==> src/rtl/sram_ctrl_if.sv <==
`default_nettype none
`timescale 1ns/1ps
// ---------------------------------------------------------------------------
// sram_ctrl_if : request/response handshake bundle for sram_ctrl
// Revision     : 1.0
// ---------------------------------------------------------------------------
interface sram_ctrl_if #(
  parameter int m = 8,
  parameter int n = 1024
);
  localparam int aw = $clog2(n);

  logic          req_valid;
  logic          req_ready;
  logic          req_we;
  logic [aw-1:0] req_addr;
  logic [m-1:0]  req_wdata;
  logic          rsp_valid;
  logic          rsp_ready;
  logic [m-1:0]  rsp_rdata;

  modport master (
    output req_valid, req_we, req_addr, req_wdata, rsp_ready,
    input  req_ready, rsp_valid, rsp_rdata
  );

  modport slave (
    input  req_valid, req_we, req_addr, req_wdata, rsp_ready,
    output req_ready, rsp_valid, rsp_rdata
  );
endinterface
`default_nettype wire

==> src/rtl/sram_ctrl.sv <==
`default_nettype none
`timescale 1ns/1ps
// ---------------------------------------------------------------------------
// sram_ctrl : zero-fills a single-port SRAM after reset, then serves
//             read/write requests with a registered read-response channel.
// Revision  : 1.0
// ---------------------------------------------------------------------------
module sram_ctrl #(
  parameter  int m  = 8,
  parameter  int n  = 1024,
  localparam int aw = $clog2(n)
) (
  input  logic          clk,
  input  logic          rst_n,
  sram_ctrl_if.slave    bus,
  output logic          init_done,
  output logic          mem_we,
  output logic          mem_re,
  output logic [aw-1:0] mem_addr,
  output logic [m-1:0]  mem_din,
  input  logic [m-1:0]  mem_dout
);

  typedef enum logic [1:0] {
    ST_RST  = 2'd0,
    ST_INIT = 2'd1,
    ST_RUN  = 2'd2
  } state_t;

  localparam logic [aw-1:0] last_addr = aw'(n - 1);

  state_t        state;
  state_t        state_nx;
  logic [aw-1:0] ic;
  logic [aw-1:0] ic_nx;
  logic [aw-1:0] addr_q;
  logic [m-1:0]  din_q;
  logic          rsp_valid_q;
  logic [m-1:0]  rsp_rdata_q;
  logic          req_ready_w;
  logic          rd_acc;

  always_ff @(posedge clk or negedge rst_n) begin
    if (!rst_n) begin
      state <= ST_RST;
    end else begin
      state <= state_nx;
    end
  end

  always_comb begin
    state_nx    = state;
    ic_nx       = ic;
    req_ready_w = 1'b0;
    rd_acc      = 1'b0;
    mem_we      = 1'b0;
    mem_re      = 1'b0;
    mem_addr    = addr_q;
    mem_din     = din_q;
    case (state)
      ST_RST: begin
        state_nx = ST_INIT;
      end
      ST_INIT: begin
        mem_we   = 1'b1;
        mem_addr = ic;
        mem_din  = '0;
        // Counter parks on the last address so non-power-of-two depths never wrap.
        if (ic == last_addr) begin
          state_nx = ST_RUN;
        end else begin
          ic_nx = ic + 1'b1;
        end
      end
      ST_RUN: begin
        req_ready_w = !rsp_valid_q || bus.rsp_ready;
        if (bus.req_valid && req_ready_w) begin
          mem_addr = bus.req_addr;
          if (bus.req_we) begin
            mem_we  = 1'b1;
            mem_din = bus.req_wdata;
          end else begin
            mem_re = 1'b1;
            rd_acc = 1'b1;
          end
        end
      end
      default: begin
        state_nx = ST_RST;
      end
    endcase
  end

  always_ff @(posedge clk or negedge rst_n) begin
    if (!rst_n) begin
      ic          <= '0;
      addr_q      <= '0;
      din_q       <= '0;
      rsp_valid_q <= 1'b0;
      rsp_rdata_q <= '0;
    end else begin
      ic     <= ic_nx;
      addr_q <= mem_addr;
      din_q  <= mem_din;
      // A read accepted while the old response drains replaces it seamlessly.
      if (rd_acc) begin
        rsp_valid_q <= 1'b1;
        rsp_rdata_q <= mem_dout;
      end else if (bus.rsp_ready) begin
        rsp_valid_q <= 1'b0;
      end
    end
  end

  assign bus.req_ready = req_ready_w;
  assign bus.rsp_valid = rsp_valid_q;
  assign bus.rsp_rdata = rsp_rdata_q;
  assign init_done     = (state == ST_RUN);

endmodule
`default_nettype wire

==> src/flat_wrapper.sv <==
// flat-port wrapper written by rule: the top's interface ports become plain ports
module sram_ctrl_flat 
#(
  parameter  int m  = 8,
  parameter  int n  = 1024,
  localparam int aw = $clog2(n)
)
  (clk, rst_n, init_done, mem_we, mem_re, mem_addr, mem_din, mem_dout, bus_req_valid, bus_req_we, bus_req_addr, bus_req_wdata, bus_rsp_ready, bus_req_ready, bus_rsp_valid, bus_rsp_rdata);
  sram_ctrl_if #(.m(m), .n(n)) bus_i ();
  input  logic clk;
  input  logic rst_n;
  output logic init_done;
  output logic mem_we;
  output logic mem_re;
  output logic [aw-1:0] mem_addr;
  output logic [m-1:0] mem_din;
  input  logic [m-1:0] mem_dout;
  input wire logic [$bits(bus_i.req_valid)-1:0] bus_req_valid;
  input wire logic [$bits(bus_i.req_we)-1:0] bus_req_we;
  input wire logic [$bits(bus_i.req_addr)-1:0] bus_req_addr;
  input wire logic [$bits(bus_i.req_wdata)-1:0] bus_req_wdata;
  input wire logic [$bits(bus_i.rsp_ready)-1:0] bus_rsp_ready;
  output wire logic [$bits(bus_i.req_ready)-1:0] bus_req_ready;
  output wire logic [$bits(bus_i.rsp_valid)-1:0] bus_rsp_valid;
  output wire logic [$bits(bus_i.rsp_rdata)-1:0] bus_rsp_rdata;
  assign bus_i.req_valid = bus_req_valid;
  assign bus_i.req_we = bus_req_we;
  assign bus_i.req_addr = bus_req_addr;
  assign bus_i.req_wdata = bus_req_wdata;
  assign bus_i.rsp_ready = bus_rsp_ready;
  assign bus_req_ready = bus_i.req_ready;
  assign bus_rsp_valid = bus_i.rsp_valid;
  assign bus_rsp_rdata = bus_i.rsp_rdata;
  sram_ctrl #(.m(m), .n(n)) u_core (.clk(clk), .rst_n(rst_n), .bus(bus_i), .init_done(init_done), .mem_we(mem_we), .mem_re(mem_re), .mem_addr(mem_addr), .mem_din(mem_din), .mem_dout(mem_dout));
endmodule
==> config.mk <==
export PLATFORM = sky130hd
export DESIGN_NAME = sram_ctrl_flat
export DESIGN_NICKNAME = d
export VERILOG_FILES = /design/src/rtl/sram_ctrl_if.sv /design/src/rtl/sram_ctrl.sv /design/src/flat_wrapper.sv
export SDC_FILE = /design/constraint.sdc
export NUM_CORES = 1
export LEC_CHECK = 0
export CORE_ASPECT_RATIO = 0.6
export CORE_MARGIN = 2
export CORE_UTILIZATION = 35
export DETAILED_ROUTE_END_ITERATION = 7
export PLACE_DENSITY = 0.6
export SETUP_SLACK_MARGIN = 0.4
export SLEW_MARGIN = 20
export SYNTH_ARGS = -nofsm -noshare
export SYNTH_HDL_FRONTEND = slang
export SYNTH_SLANG_ARGS = --single-unit
==> constraint.sdc <==
create_clock -name clk -period 2 [get_ports clk]
set_input_delay 0.2 -clock clk [delete_from_list [all_inputs] [get_ports clk]]
set_output_delay 0.2 -clock clk [all_outputs]
set_load 0.02 [all_outputs]
* After elaboration in Yosys (flattened, before gate mapping)
Index checks and enable logic that the tools add are counted.
Widths: inputs -> output; s select.
** Storage, ports and cells
- Output and inout port bits :: 31
- Register bits after elaboration :: 39
- Input bits :: 31
- Logic and storage cells :: 36
** Cells by class
- Bitwise logic cells :: 2
- Eq/ne operators :: 4
- Mux-type cells :: 16
- Reduce and logical (&&, ||, !) cells :: 7
- Add/sub/neg operators :: 1
** Operator list (count)
- $pmux 10 s2 :: 1
- $mux 8 :: 2
- $pmux 8 s2 :: 1
- $add 10x1->10 const B :: 1
- $eq 10x10->1 const B :: 1
- $mux 10 :: 1
- $mux 1 :: 8
- $pmux 2 s3 :: 1
- $reduce_and 2->1 :: 2
- $eq 2x1->1 const B :: 1
- $eq 2x2->1 const B :: 1
- $logic_not 2->1 :: 1
- $mux 2 :: 1
- $ne 2x1->1 const B :: 1
- $not 1->1 :: 2
- $pmux 1 s2 :: 1
- $reduce_bool 2->1 :: 1
- $logic_and 1x1->1 :: 1
- $logic_not 1->1 :: 1
- $logic_or 1x1->1 :: 1

* Depth between registers and ports, before layout
Gate-level depths: netlist of the first run.
- Depth in word-level cells :: 6
- Gate-level depth with buffers :: 7
- Depth with buffers taken out :: 6

* Worst setup path before layout of the first run
Ideal clock, no wire load.
- Kind :: reg2out
- Start point :: register u_core.state[0]
- End point :: output mem_addr[6]
- Buffers on the path :: 2
- Cell stages (with the launch flop) :: 8
- Slack :: 0.003 ns
- Data required time :: 1.800 ns
- Arrival :: 1.797 ns
- Cells stage by stage :: dfrtp_1 > inv_1 > ha_1 > and3_1 > buf_6 > buf_4 > mux2i_1 > o21ai_0
** On the way
- Longest elaborated chain between the ends :: 2
- Elaborated cells between the ends (all ways) :: 3
- Those cells by class :: eq/ne: 2; mux: 1
** RTL lines
- from (decl) :: RTL line sram_ctrl.sv:32 : state_t state;
- from (signal assigned) :: RTL line sram_ctrl.sv:47 : state <= state_nx;
- $eq 2x2->1 or $eq 2x1->1 (tied branches) :: RTL line sram_ctrl.sv:60 : case (state)
- $pmux 10 s2 (*) :: RTL line sram_ctrl.sv:60
- to (decl) :: RTL line flat_wrapper.sv:15 : output logic [aw-1:0] mem_addr;
Every way passes the cells marked *; elsewhere a longest branch is shown, timed or not.

* Final worst setup path of the first run
- Start point :: register u_core.state[1]
- End point :: output mem_addr[5]
The elaborated chain is that of the path after synthesis.

==> metrics.yaml, run 1 <==
status: "finished, violations left"
violations: "negative setup slack"
cts_buffer_depth: 2
wl_per_cell_um: 17.1
syn_area_per_cell_um2: 11.5
routabilityCongestion: 0.739
start_util: 0.364
rsz0062_at_grt: "true"
viasPerCell: 5.25
ys_top_cells_by_count: "dfrtp_1 (39), nand3_1 (15), nand2_1 (14), a21oi_1 (12), and3_1 (11)"
path_class: "register to output pin"
io_pins: 62
worst-slew-pin-transition_ps: 892
clkLatencyLatePin_ps: 280
setup_slack_ps: -83.4
finClkSkew_ps: 8.05
chipHeight_um: 60.3
synth_edf_count: 0
grt_pass1_vias: 1741
critical_path_buf_inv_count: 3
setup_viol: 14
hold_viol: 0
synthesis.area_um2: 1850
syn_to_final_growth_pct: 79.5
cp-start-kind: "register"
post_dp_cell_area_um2: 2680
rows: 20
seq_area_frac_synth: 0.528
grt.overflow.total: 0
first_pass_iters: 4
cp_slowest_cell: "dfrtp_1"
cap_violations: 0
holdCritPathClass: "input port to asynchronous set/reset pin"
fin_crit_sh: 1.04
clk_pin_slew_ps: 70
maxSlewHeadroom: 0.405
synthCells: 161
h-tree-depth: 2
crit_path_end_kind: "output pin"
grt_max_degree: 40
dieWidth_um: 97.8
crit_fanout: 4
dieArea_um2: 5900
yosys_register_bits: 39
gr-usage-all-layers: 0.193
first_iter_violations: 82
io_buffers: 61
arrival_ps: 1880
antennaDiodeCount: 0
wl_um: 5620
syn_nets: 196
final_area_um2: 3320
max_stage_delay_ps: 400
synth-main-ff-cell: "dfrtp_1"
cp_top_family: "flip-flops"
cts.sinks: 39
cts_made_buffers: 5
root_buffer: "clkbuf_8"
yosysTopAreaCell: "dfrtp_1"
core-area_um2: 5080
cts_tree: "yes"
min_period_ps: 2080
peakVddDrop_v: 0.000254
drive_above_1_share: 0.523
grt_pass1_wl_um: 8660
synth.area.top_cells: "dfrtp_1 (53%), mux2_2 (5.5%), nand3_1 (4.1%)"
hpwlAfterDp_um: 3360
path_cells: "inv_2 -> ha_4 -> and3_4 -> buf_6 -> and3_4 -> a221o_1 -> buf_6"
fmax_mhz: 480
ys_warn_count: 0
powerDensity_nw_per_um2: 425
worst_ep_required_time_ps: 1800
maxSlewViolCount: 0
yosysUniqueCellTypes: 40
drcViolationCount: 0
async_flop_share: 1.00
place_ws_ps: -490
ant_nets: 0
fin_nets: 298
via_count: 1721
p_leak_nw: 1.51
synth_top_area_share: 0.528
yosysMostFrequentCell: "dfrtp_1"
antenna_found_initial: 0
kinds of logic (layout without fill, tap and decap cells):
kind of cell / after synthesis / count (layout) / synth area share
AOI/OAI and AO/OA: 32 / 32 / 0.125
xor gates and xnor gates: 1 / 1 / 0.00474
adders and majority gates: 4 / 4 / 0.0271
buffers and inverters: 13 / 114 / 0.0393
DFF: 39 / 39 / 0.528
muxes: 13 / 13 / 0.0799
and+or+nand+nor: 59 / 59 / 0.196
flip-flops by register name (all words and copies together), names as in the netlist:
| name | count |
|---|---|
| u_core.state | 2 |
| u_core.din_q | 8 |
| u_core.ic | 10 |
| u_core.bus.rsp_valid | 1 |
| u_core.addr_q | 10 |
| u_core.bus.rsp_rdata | 8 |
per-stage QoR:
step           std cells   util  hold slack, ps  power [mW]  setup TNS (ps)
3_3_place_gp         291  0.528             356       0.907           -6280
2_1_floorplan        161      -           -95.6       0.829               0
3_5_place_dp         291  0.528             370       0.910           -6900
5_1_grt              328  0.653             103        1.47           -2000
4_1_cts              319  0.617            63.9        1.41            -576
6_report             328  0.653            34.0        1.41            -734
path summary, 6_finish.rpt:
path / start / endpoint / slack, ps / cells after the start
min in group clk: u_core.bus.rsp_rdata[0]$_DFFE_PN0P_ / u_core.bus.rsp_rdata[0]$_DFFE_PN0P_ / 520 / 1
max in group asynchronous: rst_n / u_core.din_q[5]$_DFF_PN0_ / 1410 / 1
worst max register to register: u_core.state[1]$_DFFE_PN0P_ / u_core.ic[8]$_DFFE_PN0P_ / 110 / 9
worst min register to register: u_core.bus.rsp_rdata[0]$_DFFE_PN0P_ / u_core.bus.rsp_rdata[0]$_DFFE_PN0P_ / 520 / 1
worst min-delay path: rst_n / u_core.addr_q[1]$_DFF_PN0_ / 30 / 1
worst max-delay path: u_core.state[1]$_DFFE_PN0P_ / mem_addr[5] / -80 / 7
worst register-to-register path, delay by kind of cell, from the launching register on:
kind,cells,cell delay (ps)
simple gates,3,570
flops,1,400
buf+inv,4,400
mux,1,280
fa+ha+maj,1,130
final cells by class:
cell class                      count  area (um^2)
Sequential cell                    39          976
Tap cell                           66         82.6
Fill cell                         364         1760
Timing Repair Buffer              105         1040
Clock buffer                        6         72.6
Inverter                            3         11.3
Multi-Input combinational cell    109         1130
layout by cell type, fill, tap and decap left out, types with 2 or more instances in the layout:
| cell | n |
|---|---|
| nand4_1 | 2 |
| and3_4 | 13 |
| a31oi_1 | 2 |
| mux2_4 | 11 |
| nand2_1 | 13 |
| buf_6 | 36 |
| buf_8 | 2 |
| buf_4 | 25 |
| ha_4 | 3 |
| and2_4 | 2 |
| nand3_2 | 3 |
| o21ai_2 | 2 |
| clkdlybuf4s50_1 | 37 |
| buf_2 | 3 |
| dfrtp_1 | 39 |
| a21oi_4 | 8 |
| o21a_1 | 4 |
| a221o_1 | 7 |
| a21oi_2 | 4 |
| nand3_1 | 11 |
| clkbuf_8 | 5 |
| and3_2 | 2 |
| inv_2 | 3 |
what timing repair did:
| action | in CTS | in global routing |
|---|---|---|
| gates resized for setup | 174 | 27 |
| endpoints found under the hold margin | 0 | 0 |
| setup buffers | 20 | 9 |
| cloned | 2 | 0 |
| endpoints found under the setup margin | 53 | 48 |
| hold buffers | 0 | 0 |
| pin swaps | 14 | 8 |
where the power goes:
group          switching (mW)  total (mW)  leakage, nW  internal, mW
combinational          0.0516       0.125        0.970        0.0735
sequential                  0       0.788        0.507         0.788
clock                   0.263       0.495       0.0371         0.233
total                   0.314        1.41         1.51          1.09
metal layers:
layer,GRT usage,up-vias,share of wire
li1,-,790,-
met1,0.260,874,0.46
met2,0.306,49,0.47
met3,0.0468,8,0.054
met4,0.0714,0,0.013
met5,0,-,0
Note: power is estimated with default switching activity, not from simulation.
==> run 2, diff against run 1 <==
Settings changed: CAP_MARGIN from default to 10.
==> results of run 2 <==
Same layout as run 1: the final DEF is identical, and so are final timing and power.
